## src/rtl/lcd_pkg.sv

```systemverilog
// ---------------------------------------------------------------------------
// lcd_pkg
// Definitions shared by the LCD text formatter and the LCD command-queue
// logic: the 9-bit LCD word encodings, the control characters the formatter
// interprets, and the formatter FSM state encoding.
// No ports (package).
// ---------------------------------------------------------------------------
package lcd_pkg;

    // LCD words are {rs, data[7:0]}. rs=0 is a command, rs=1 a data write.
    localparam logic [8:0] LCD_CMD_CLEAR = 9'h001;
    localparam logic [8:0] LCD_CMD_DDRAM = 9'h080;  // OR in a 7-bit address
    localparam logic       LCD_RS_DATA   = 1'b1;

    localparam logic [7:0] CH_BS    = 8'h08;
    localparam logic [7:0] CH_LF    = 8'h0A;
    localparam logic [7:0] CH_FF    = 8'h0C;
    localparam logic [7:0] CH_CR    = 8'h0D;
    localparam logic [7:0] CH_SPACE = 8'h20;
    localparam logic [7:0] CH_TILDE = 8'h7E;   // last printable character

    typedef enum logic {
        IDLE = 1'b0,
        EMIT = 1'b1
    } state_t;

    // Set-DDRAM-address command word for a 7-bit address.
    function automatic logic [8:0] ddram_cmd(input logic [6:0] addr);
        return LCD_CMD_DDRAM | {2'b00, addr};
    endfunction

endpackage

```

## src/rtl/lcd_text_formatter_if.sv

```systemverilog
// ---------------------------------------------------------------------------
// lcd_text_formatter_if
// Bundles the two valid/ready channels of the formatter.
//   in_valid/in_char/in_ready    : character channel from the CPU write path
//   out_valid/out_cmd/out_ready  : LCD word channel toward the command queue
// Handshake rule (both channels): a word moves on a rising clock edge where
// valid and ready are both high; while valid is high and ready is low the
// producer holds valid and the payload stable.
// Modports: slave = formatter side, master = environment side.
// ---------------------------------------------------------------------------
interface lcd_text_formatter_if;
    logic       in_valid;
    logic [7:0] in_char;
    logic       in_ready;
    logic       out_valid;
    logic [8:0] out_cmd;
    logic       out_ready;

    modport slave (
        input  in_valid, in_char, out_ready,
        output in_ready, out_valid, out_cmd
    );

    modport master (
        output in_valid, in_char, out_ready,
        input  in_ready, out_valid, out_cmd
    );
endinterface

```

## src/rtl/lcd_text_formatter.sv

```systemverilog
// ---------------------------------------------------------------------------
// lcd_text_formatter
// Turns a stream of ASCII bytes into LCD words for a 2-line display, handling
// line wrap, newline, carriage return, backspace and form feed.
// Ports:
//   clk        system clock
//   rst        synchronous, active-high reset
//   bus        lcd_text_formatter_if.slave (character in, LCD word out)
//   row        current cursor line
//   col        current cursor column (0..COLS)
//   busy       multi-word sequence in progress (= !in_ready)
//   dbg_state  FSM state, for observation only
// Each accepted byte is decoded into a sequence of up to 3 words which the
// EMIT state walks one word per two cycles. The cursor is updated at accept.
// ---------------------------------------------------------------------------
module lcd_text_formatter
    import lcd_pkg::*;
#(
    parameter int         COLS       = 16,
    parameter logic [6:0] LINE0_ADDR = 7'h00,
    parameter logic [6:0] LINE1_ADDR = 7'h40
) (
    input  logic                 clk,
    input  logic                 rst,
    lcd_text_formatter_if.slave  bus,
    output logic                 row,
    output logic [4:0]           col,
    output logic                 busy,
    output state_t               dbg_state
);

    localparam logic [4:0] COLS_W = 5'(COLS);

    state_t          state_q, state_d;
    logic [2:0][8:0] seq_q, seq_d;
    logic [1:0]      idx_q, idx_d;
    logic [1:0]      len_q, len_d;
    logic            row_q, row_d;
    logic [4:0]      col_q, col_d;
    logic            out_valid_q, out_valid_d;
    logic [8:0]      out_cmd_q, out_cmd_d;

    logic            in_ready;
    logic            accept;

    // Decoded result for the byte currently on in_char.
    logic [2:0][8:0] dec_seq;
    logic [1:0]      dec_len;
    logic            dec_row;
    logic [4:0]      dec_col;

    function automatic logic [8:0] addr_cmd(input logic r, input logic [4:0] c);
        return ddram_cmd((r ? LINE1_ADDR : LINE0_ADDR) + {2'b00, c});
    endfunction

    assign in_ready = (state_q == IDLE) && !out_valid_q;
    assign accept   = bus.in_valid && in_ready;

    // Byte decode: word sequence plus the cursor position after it.
    always_comb begin
        dec_seq = '0;
        dec_len = 2'd0;
        dec_row = row_q;
        dec_col = col_q;
        if (bus.in_char >= CH_SPACE && bus.in_char <= CH_TILDE) begin
            // Wrap is deferred: a full line only wraps when the next
            // printable byte arrives.
            if (col_q < COLS_W) begin
                dec_seq[0] = {LCD_RS_DATA, bus.in_char};
                dec_len    = 2'd1;
                dec_col    = col_q + 5'd1;
            end else if (!row_q) begin
                dec_seq[0] = addr_cmd(1'b1, 5'd0);
                dec_seq[1] = {LCD_RS_DATA, bus.in_char};
                dec_len    = 2'd2;
                dec_row    = 1'b1;
                dec_col    = 5'd1;
            end else begin
                dec_seq[0] = LCD_CMD_CLEAR;
                dec_seq[1] = addr_cmd(1'b0, 5'd0);
                dec_seq[2] = {LCD_RS_DATA, bus.in_char};
                dec_len    = 2'd3;
                dec_row    = 1'b0;
                dec_col    = 5'd1;
            end
        end else begin
            case (bus.in_char)
                CH_LF: begin
                    if (!row_q) begin
                        dec_seq[0] = addr_cmd(1'b1, 5'd0);
                        dec_len    = 2'd1;
                        dec_row    = 1'b1;
                    end else begin
                        dec_seq[0] = LCD_CMD_CLEAR;
                        dec_seq[1] = addr_cmd(1'b0, 5'd0);
                        dec_len    = 2'd2;
                        dec_row    = 1'b0;
                    end
                    dec_col = 5'd0;
                end
                CH_CR: begin
                    dec_seq[0] = addr_cmd(row_q, 5'd0);
                    dec_len    = 2'd1;
                    dec_col    = 5'd0;
                end
                CH_BS: begin
                    // Step back, blank the cell, and leave the cursor on it.
                    if (col_q != 5'd0) begin
                        dec_seq[0] = addr_cmd(row_q, col_q - 5'd1);
                        dec_seq[1] = {LCD_RS_DATA, CH_SPACE};
                        dec_seq[2] = addr_cmd(row_q, col_q - 5'd1);
                        dec_len    = 2'd3;
                        dec_col    = col_q - 5'd1;
                    end
                end
                CH_FF: begin
                    dec_seq[0] = LCD_CMD_CLEAR;
                    dec_seq[1] = addr_cmd(1'b0, 5'd0);
                    dec_len    = 2'd2;
                    dec_row    = 1'b0;
                    dec_col    = 5'd0;
                end
                default: begin
                    // Other bytes are swallowed without output.
                end
            endcase
        end
    end

    // Next-state logic. In EMIT, out_valid drops for one cycle after each
    // transfer and the following word is presented in that gap cycle.
    always_comb begin
        state_d     = state_q;
        seq_d       = seq_q;
        idx_d       = idx_q;
        len_d       = len_q;
        row_d       = row_q;
        col_d       = col_q;
        out_valid_d = out_valid_q;
        out_cmd_d   = out_cmd_q;
        case (state_q)
            IDLE: begin
                if (accept) begin
                    seq_d = dec_seq;
                    len_d = dec_len;
                    idx_d = 2'd0;
                    row_d = dec_row;
                    col_d = dec_col;
                    if (dec_len != 2'd0) begin
                        state_d     = EMIT;
                        out_valid_d = 1'b1;
                        out_cmd_d   = dec_seq[0];
                    end
                end
            end
            EMIT: begin
                if (out_valid_q) begin
                    if (bus.out_ready) begin
                        out_valid_d = 1'b0;
                        if (idx_q == len_q - 2'd1) begin
                            state_d = IDLE;
                        end else begin
                            idx_d = idx_q + 2'd1;
                        end
                    end
                end else begin
                    out_valid_d = 1'b1;
                    out_cmd_d   = seq_q[idx_q];
                end
            end
            default: state_d = IDLE;
        endcase
    end

    always_ff @(posedge clk) begin
        if (rst) begin
            state_q     <= IDLE;
            seq_q       <= '0;
            idx_q       <= 2'd0;
            len_q       <= 2'd0;
            row_q       <= 1'b0;
            col_q       <= 5'd0;
            out_valid_q <= 1'b0;
            out_cmd_q   <= 9'd0;
        end else begin
            state_q     <= state_d;
            seq_q       <= seq_d;
            idx_q       <= idx_d;
            len_q       <= len_d;
            row_q       <= row_d;
            col_q       <= col_d;
            out_valid_q <= out_valid_d;
            out_cmd_q   <= out_cmd_d;
        end
    end

    assign bus.in_ready  = in_ready;
    assign bus.out_valid = out_valid_q;
    assign bus.out_cmd   = out_cmd_q;
    assign row           = row_q;
    assign col           = col_q;
    assign busy          = !in_ready;
    assign dbg_state     = state_q;

endmodule

```

## src/flat_wrapper.sv

```systemverilog
// flat-port wrapper written by rule: the top's interface ports become plain ports
module lcd_text_formatter_flat import lcd_pkg::*;
#(
    parameter int         COLS       = 16,
    parameter logic [6:0] LINE0_ADDR = 7'h00,
    parameter logic [6:0] LINE1_ADDR = 7'h40
)
  (clk, rst, row, col, busy, dbg_state, bus_in_valid, bus_in_char, bus_out_ready, bus_in_ready, bus_out_valid, bus_out_cmd);
  lcd_text_formatter_if bus_i ();
  input  logic clk;
  input  logic rst;
  output logic row;
  output logic [4:0] col;
  output logic busy;
  output state_t dbg_state;
  input wire logic [$bits(bus_i.in_valid)-1:0] bus_in_valid;
  input wire logic [$bits(bus_i.in_char)-1:0] bus_in_char;
  input wire logic [$bits(bus_i.out_ready)-1:0] bus_out_ready;
  output wire logic [$bits(bus_i.in_ready)-1:0] bus_in_ready;
  output wire logic [$bits(bus_i.out_valid)-1:0] bus_out_valid;
  output wire logic [$bits(bus_i.out_cmd)-1:0] bus_out_cmd;
  assign bus_i.in_valid = bus_in_valid;
  assign bus_i.in_char = bus_in_char;
  assign bus_i.out_ready = bus_out_ready;
  assign bus_in_ready = bus_i.in_ready;
  assign bus_out_valid = bus_i.out_valid;
  assign bus_out_cmd = bus_i.out_cmd;
  lcd_text_formatter #(.COLS(COLS), .LINE0_ADDR(LINE0_ADDR), .LINE1_ADDR(LINE1_ADDR)) u_core (.clk(clk), .rst(rst), .bus(bus_i), .row(row), .col(col), .busy(busy), .dbg_state(dbg_state));
endmodule
```

## config.mk

```make
export PLATFORM = sky130hd
export DESIGN_NAME = lcd_text_formatter_flat
export DESIGN_NICKNAME = d
export VERILOG_FILES = /design/src/rtl/lcd_pkg.sv /design/src/rtl/lcd_text_formatter_if.sv /design/src/rtl/lcd_text_formatter.sv /design/src/flat_wrapper.sv
export SDC_FILE = /design/constraint.sdc
export NUM_CORES = 1
export LEC_CHECK = 0
export BUFFER_PORTS_ARGS = -buffer_cell sky130_fd_sc_hd__buf_2
export CAP_MARGIN = 20
export CORE_MARGIN = 3
export CORE_UTILIZATION = 40
export DETAILED_ROUTE_END_ITERATION = 10
export SLEW_MARGIN = 15
export SYNTH_ARGS = -nofsm -noshare
export SYNTH_HDL_FRONTEND = slang
export SYNTH_SLANG_ARGS = --single-unit
```

## constraint.sdc

```tcl
create_clock -name clk -period 5.9 [get_ports clk]
set_clock_uncertainty 0.1 [all_clocks]
set_input_delay 1.18 -clock clk [delete_from_list [all_inputs] [get_ports clk]]
set_output_delay 1.18 -clock clk [all_outputs]
set_load 0.01 [all_outputs]
```

==> flow_summary.yaml, run 1 <==
worst_setup_path:
  cp.required_ps: 6040
  end_kind: "flip-flop"
  critical_path_arrival_ps: 3100
  r2r_cells: 7
  r2r-end: "u_core.seq_q[14]"
  start_kind: "input port"
  worstReg2RegStart: "u_core.dbg_state"
  path_class: "in2reg"
  reg2reg_setup_slack_ps: 3230
  crit_fanout: 16
  cp-startpoint: "bus_in_char[1]"
global_route:
  grt-ovfl-total: 0
  grt_pass1_wl_um: 13200
  gr-usage-all-layers_pct: 19.9
  grt_pass1_vias: 2422
  grt_max_degree: 46
  antenna_found_initial: 0
drt:
  routedWlPerCell_um: 18.2
  routed_via_density: 5.81
  drtPass1Iterations: 5
  postRouteWirelength_um: 8120
  ant_nets: 0
  drt_iter0_markers: 200
  drc: 0
  vias: 2596
floorplanning:
  core_sq_um: 6830
  initial_core_util_pct: 41.7
  ios: 31
  std_cell_rows: 30
  die_w_um: 90.4
  die_h_um: 90.4
  design.die.area_sq_um: 8160
timing:
  worstMarginPinSlew_ps: 973
  layout_min_cycle_time_ps: 2960
  relSlewSlack_pct: 35.0
  min_period_over_period_pct: 50.1
  final_max_slew_viol_count: 0
  finalHoldViolations: 0
  setup-violations-final: 0
  fmax_mhz: 338
  finalSetupTns_ps: 0
  rsz0062_at_grt: "false"
  post-route-worst-setup-slack_ps: 2940
hold_path:
  holdPathEnd: "u_core.bus.out_cmd[7]"
  holdPathStages: 2
  hp-class: "reg2reg"
  hp-start: "u_core.bus.out_cmd[7]"
layout:
  drive_gt1_share_pct: 19.9
  final_cells: 447
  antennaDiodeCount: 0
  fillerInstances: 710
  fin_area_sq_um: 3090
  seqCellArea_sq_um: 961
  multi_input_area_sq_um: 1730
  area_growth_pct: 8.44
  nets: 364
logic_synthesis:
  yosys.area.top_type: "dfxtp_1"
  synth_cells: 337
  ys.flop_type: "dfxtp_1"
  synth_nets: 351
  synth_top_area_share_pct: 33.8
  avgSynthCellArea_sq_um: 8.45
  synthesis.area_sq_um: 2850
  synth_async_sr_flop_share_pct: 0
  ys_ff_latch: 48
  yosysUniqueCellTypes: 66
  yosys_warnings: 0
  synth_edf_count: 0
  seq_area_frac_synth_pct: 33.8
  synth_area_leaders: "dfxtp_1 (34%), nand2_1 (5.4%), a21oi_1 (4.7%), nor2_1 (4.7%), mux2i_1 (4.6%)"
cts:
  hold_buffers: 0
  cts_tree: "done"
  post-cts-setup-buffers: 0
  cts.clk_slew.worst_paths_ps: 90
  htreeDepth: 2
  cts.path.max_buffers: 2
  clockRootBuffer: "clkbuf_8"
  clkLatencyLatePin_ps: 300
  cts-resized-gates: 0
  cts.sinks: 48
  cts-buffers-inserted: 5
placed_design:
  gp_congestion: 0.853
  io_buffers: 30
  dp.cells: 439
  post_dp_cell_area_sq_um: 2990
  hpwlAfterDp_um: 5470
  post-place-ws_ps: 2680
pwr:
  ir_drop_v: 0.0000857
  leakagePower_nw: 1.04
  finalPower_w: 0.000725
  powerDensity_nw_per_um2: 235
run:
  cap_violations: 0
outcome:
  status: "complete, no violations"
[cells in the mapped netlist (3+ instances only)]
master,instances
clkbuf_1,16
a21oi_2,3
nand2_1,41
a21oi_1,27
dfxtp_1,48
o211ai_2,4
a22oi_1,10
o21ai_1,3
nand3b_1,3
o221ai_1,8
nor2_2,3
and2_1,3
o311ai_4,3
buf_2,5
nor2b_1,6
mux2i_1,13
nor3_2,3
nand4_1,6
nand2b_1,4
a221oi_1,5
nor2_1,36
inv_1,4
o21ai_0,12
nor3_1,15
a31oi_1,3
[worst max path at each step]
| stage | endpoint | depth (start not counted) |
|---|---|---|
| global route | u_core.bus.out_cmd[5] | 7 |
| floorplan | u_core.col[2] | 7 |
| global placement | u_core.bus.out_cmd[5] | 7 |
| CTS | u_core.bus.out_cmd[5] | 7 |
| finish | u_core.bus.out_cmd[5] | 7 |
| detailed placement | u_core.bus.out_cmd[5] | 7 |
[state kept, by name (all words and copies together) (netlist names)]
name and count:
u_core.len_q 2, u_core.idx_q 2, u_core.bus.out_cmd 9, u_core.seq_q 27
u_core.bus.out_valid 1, u_core.col 5, u_core.dbg_state 1, u_core.row 1
[layout by cell type (no fill, tap or decap), drive strengths merged, types with 5 or more instances in the layout]
cell type | netlist | routed
nor3 | 18 | 18
nand4 | 6 | 6
o221ai | 8 | 8
nor2b | 6 | 6
dfxtp | 48 | 48
nand2 | 41 | 41
nor2 | 39 | 39
clkbuf | 16 | 7
buf | 10 | 32
o211ai | 5 | 5
a21oi | 31 | 31
o21ai | 17 | 17
mux2i | 13 | 13
a22oi | 10 | 10
a221oi | 5 | 5
[power by group]
| group | internal (W) | switching, W |
|---|---|---|
| combinational | 0.0000563 | 0.000104 |
| sequential | 0.000339 | 0.0000169 |
| clock | 0.0000955 | 0.000113 |
| total | 0.000491 | 0.000234 |
[critical path, stage by stage]
cell	delay [ps]
buf_2	190
and4_1	250
a211oi_2	830
nand2_1	100
o21ai_0	320
mux2i_1	130
nor2_1	90
[through the flow]
step / utilization (%) / hold slack [ps]
floorplan: - / 331
global placement: 43.8 / 343
detailed placement: 43.8 / 342
CTS: 45.2 / 354
global route: 45.2 / 371
finish: 45.2 / 349
[cell type report]
| class | count | area share (%) |
|---|---|---|
| Tap cell | 96 | 3.89 |
| Multi-Input combinational cell | 259 | 56.1 |
| Clock buffer | 7 | 2.80 |
| Clock inverter | 1 | 0.243 |
| Sequential cell | 48 | 31.1 |
| Inverter | 4 | 0.486 |
| Timing Repair Buffer | 32 | 5.35 |
[logic make-up after synthesis]
family | after synthesis | synth area share, %
adder cells (fa/ha/maj) | 2 | 0.879
XOR/XNOR | 3 | 0.923
AND/OR/NAND/NOR | 137 | 25.1
AO/OA/AOI/OAI | 104 | 29.4
buffers and inverters | 30 | 5.41
multiplexers | 13 | 4.57
flip-flops | 48 | 33.8
[per-layer routing]
metal / vias to the layer above / track usage, % / part of all wire, %
met3: 7 / 3.17 / 5.8
met4: 0 / 4.46 / 0.90
met2: 95 / 29.9 / 44
li1: 1268 / - / -
met1: 1226 / 29.7 / 49
met5: - / 0 / 0
No activity file was read; power rests on OpenSTA's default activity.
==> run 2, diff against run 1 <==
clock period = 3.06 ns   (was 5.9 ns; I/O delays follow)
==> run 2 against run 1 <==
  * First-iteration DRC count decreased by 17%
  * Flip-flop and latch count unchanged
  * Non-clock buffer count increased by 8
  * Sequential share of layout area decreased by 0.80 points
  * Combinational power increased by 92%
  * Register-to-register slack got worse by 2700 ps
  * Setup slack got worse by 2400 ps
  * Cell count increased by 1.8%
  * Utilization increased by 1.2 points
  * Worst hold slack improved by 11 ps
  * Critical path type is now reg2reg
==> flow_summary.yaml, run 2 (same netlist as run 1, synthesis figures left out) <==
timing:
  rsz0062_at_grt: "false"
  min_period_over_period_pct: 81.1
  final_max_slew_viol_count: 0
  finalSetupTns_ps: 0
  worstMarginPinSlew_ps: 662
  layout_min_cycle_time_ps: 2480
  finalHoldViolations: 0
  fmax_mhz: 403
  setup-violations-final: 0
  relSlewSlack_pct: 55.9
global_route:
  antenna_found_initial: 0
  grt_max_degree: 25
  grt_pass1_vias: 2386
  grt-ovfl-total: 0
  gr-usage-all-layers_pct: 19.4
  grt_pass1_wl_um: 12800
floorplanning:
  std_cell_rows: 30
  design.die.area_sq_um: 8160
  core_sq_um: 6830
  ios: 31
  initial_core_util_pct: 41.7
  die_w_um: 90.4
  die_h_um: 90.4
layout:
  final_cell_mix: "dfxtp_1 (48), nand2_1 (41), nor2_1 (36)"
  fin_area_sq_um: 3170
  antennaDiodeCount: 0
  largest_reg_flops: 27
  nets: 372
  top_register: "u_core.seq_q"
  fillerInstances: 731
  final_common_cell: "dfxtp_1"
  area_growth_pct: 11.3
  drive_gt1_share_pct: 22.0
hold_path:
  holdPathEnd: "u_core.bus.out_cmd[7]"
  hp-class: "reg2reg"
  hp-start: "u_core.bus.out_cmd[7]"
  holdPathStages: 2
placed_design:
  post_dp_cell_area_sq_um: 3050
  gp_congestion: 0.933
  hpwlAfterDp_um: 5690
  io_buffers: 30
worst_setup_path:
  r2r-end: "u_core.bus.out_cmd[4]"
  crit_fanout: 13
  cp.required_ps: 3220
  critical_path_arrival_ps: 2640
  worstReg2RegStart: "u_core.col[0]"
  reg2reg_setup_slack_ps: 580
  end_kind: "flip-flop"
  path_class: "reg2reg"
  r2r_cells: 8
  start_kind: "flip-flop"
cts:
  cts_tree: "done"
  cts.path.max_buffers: 2
  cts.sinks: 48
  cts-resized-gates: 0
  clkLatencyLatePin_ps: 310
  htreeDepth: 2
  hold_buffers: 0
  cts.clk_slew.worst_paths_ps: 100
  clockRootBuffer: "clkbuf_8"
  cts-buffers-inserted: 5
  post-cts-setup-buffers: 0
drt:
  ant_nets: 0
  top_layer_used: "met4"
  wl_met2_um: 3470
  met3_length_um: 421
  routedWlPerCell_um: 17.2
  wl_met1_um: 3770
  routed_via_density: 5.68
  drtPass1Iterations: 4
  drt_iter0_markers: 167
  drc: 0
  postRouteWirelength_um: 7820
  vias: 2585
pwr:
  leakagePower_nw: 1.09
  powerDensity_nw_per_um2: 467
  ir_drop_v: 0.000187
run:
  cap_violations: 0
outcome:
  status: "complete, no violations"
run 2: cell types whose count changed in the layout (fill, tap and decap cells not counted):
cell / before / now
buf_4: 2 / 10
clkbuf_8: 6 / 5
bufinv_16: 0 / 1
inv_6: 0 / 1
clkbuf_1: 1 / 0
run 2: worst max-delay path by stage:
stage | slack, ps | endpoint | cells after the start | from
floorplan | 850 | u_core.col[2] | 7 | bus_in_char[5]
global placement | 560 | u_core.bus.out_cmd[5] | 7 | bus_in_char[4]
detailed placement | 560 | u_core.bus.out_cmd[4] | 7 | bus_in_char[4]
CTS | 600 | u_core.bus.out_cmd[4] | 8 | u_core.col[0]
global route | 350 | u_core.col[0] | 8 | u_core.col[0]
finish | 580 | u_core.bus.out_cmd[4] | 8 | u_core.col[0]
run 2: critical path: stages (launching register included):
cell      delay (ps)
dfxtp_1          420
inv_1            110
ha_1             240
nor4b_4          320
nor3_1           140
o211ai_2         390
nand3_4          310
nor3b_1          270
a41o_1           110
run 2: final cells by class:
type | instances | area, sq um | area share [%]
timing repair buffer | 40 | 225 | 7.11
multi-input combinational | 259 | 1730 | 54.7
clock inverter | 3 | 46.3 | 1.46
tap | 96 | 120 | 3.79
inverter | 4 | 15.0 | 0.474
clock buffer | 5 | 68.8 | 2.17
sequential | 48 | 961 | 30.3
run 2: power breakdown:
part	internal [W]	total [W]	leakage [nW]	switching [W]
combinational	0.000113	0.000308	0.650	0.000195
sequential	0.000654	0.000686	0.390	0.0000323
clock	0.000247	0.000484	0.0548	0.000237
total	0.00101	0.00148	1.09	0.000465
run 2: metal layers:
layer	track usage, %	vias to the layer above
met5	0	-
met4	7.02	0
met3	3.67	14
met2	29.9	68
met1	26.9	1228
li1	-	1275
run 2: through the flow:
| stage | setup slack [ps] | utilization [%] | power (W) | hold slack, ps | cells |
|---|---|---|---|---|---|
| floorplan | 848 | - | 0.000924 | 331 | 337 |
| global placement | 561 | 44.7 | 0.00101 | 339 | 447 |
| detailed placement | 560 | 44.7 | 0.00101 | 344 | 447 |
| CTS | 600 | 46.4 | 0.00149 | 357 | 455 |
| global route | 347 | 46.4 | 0.00155 | 381 | 455 |
| finish | 578 | 46.4 | 0.00148 | 359 | 455 |
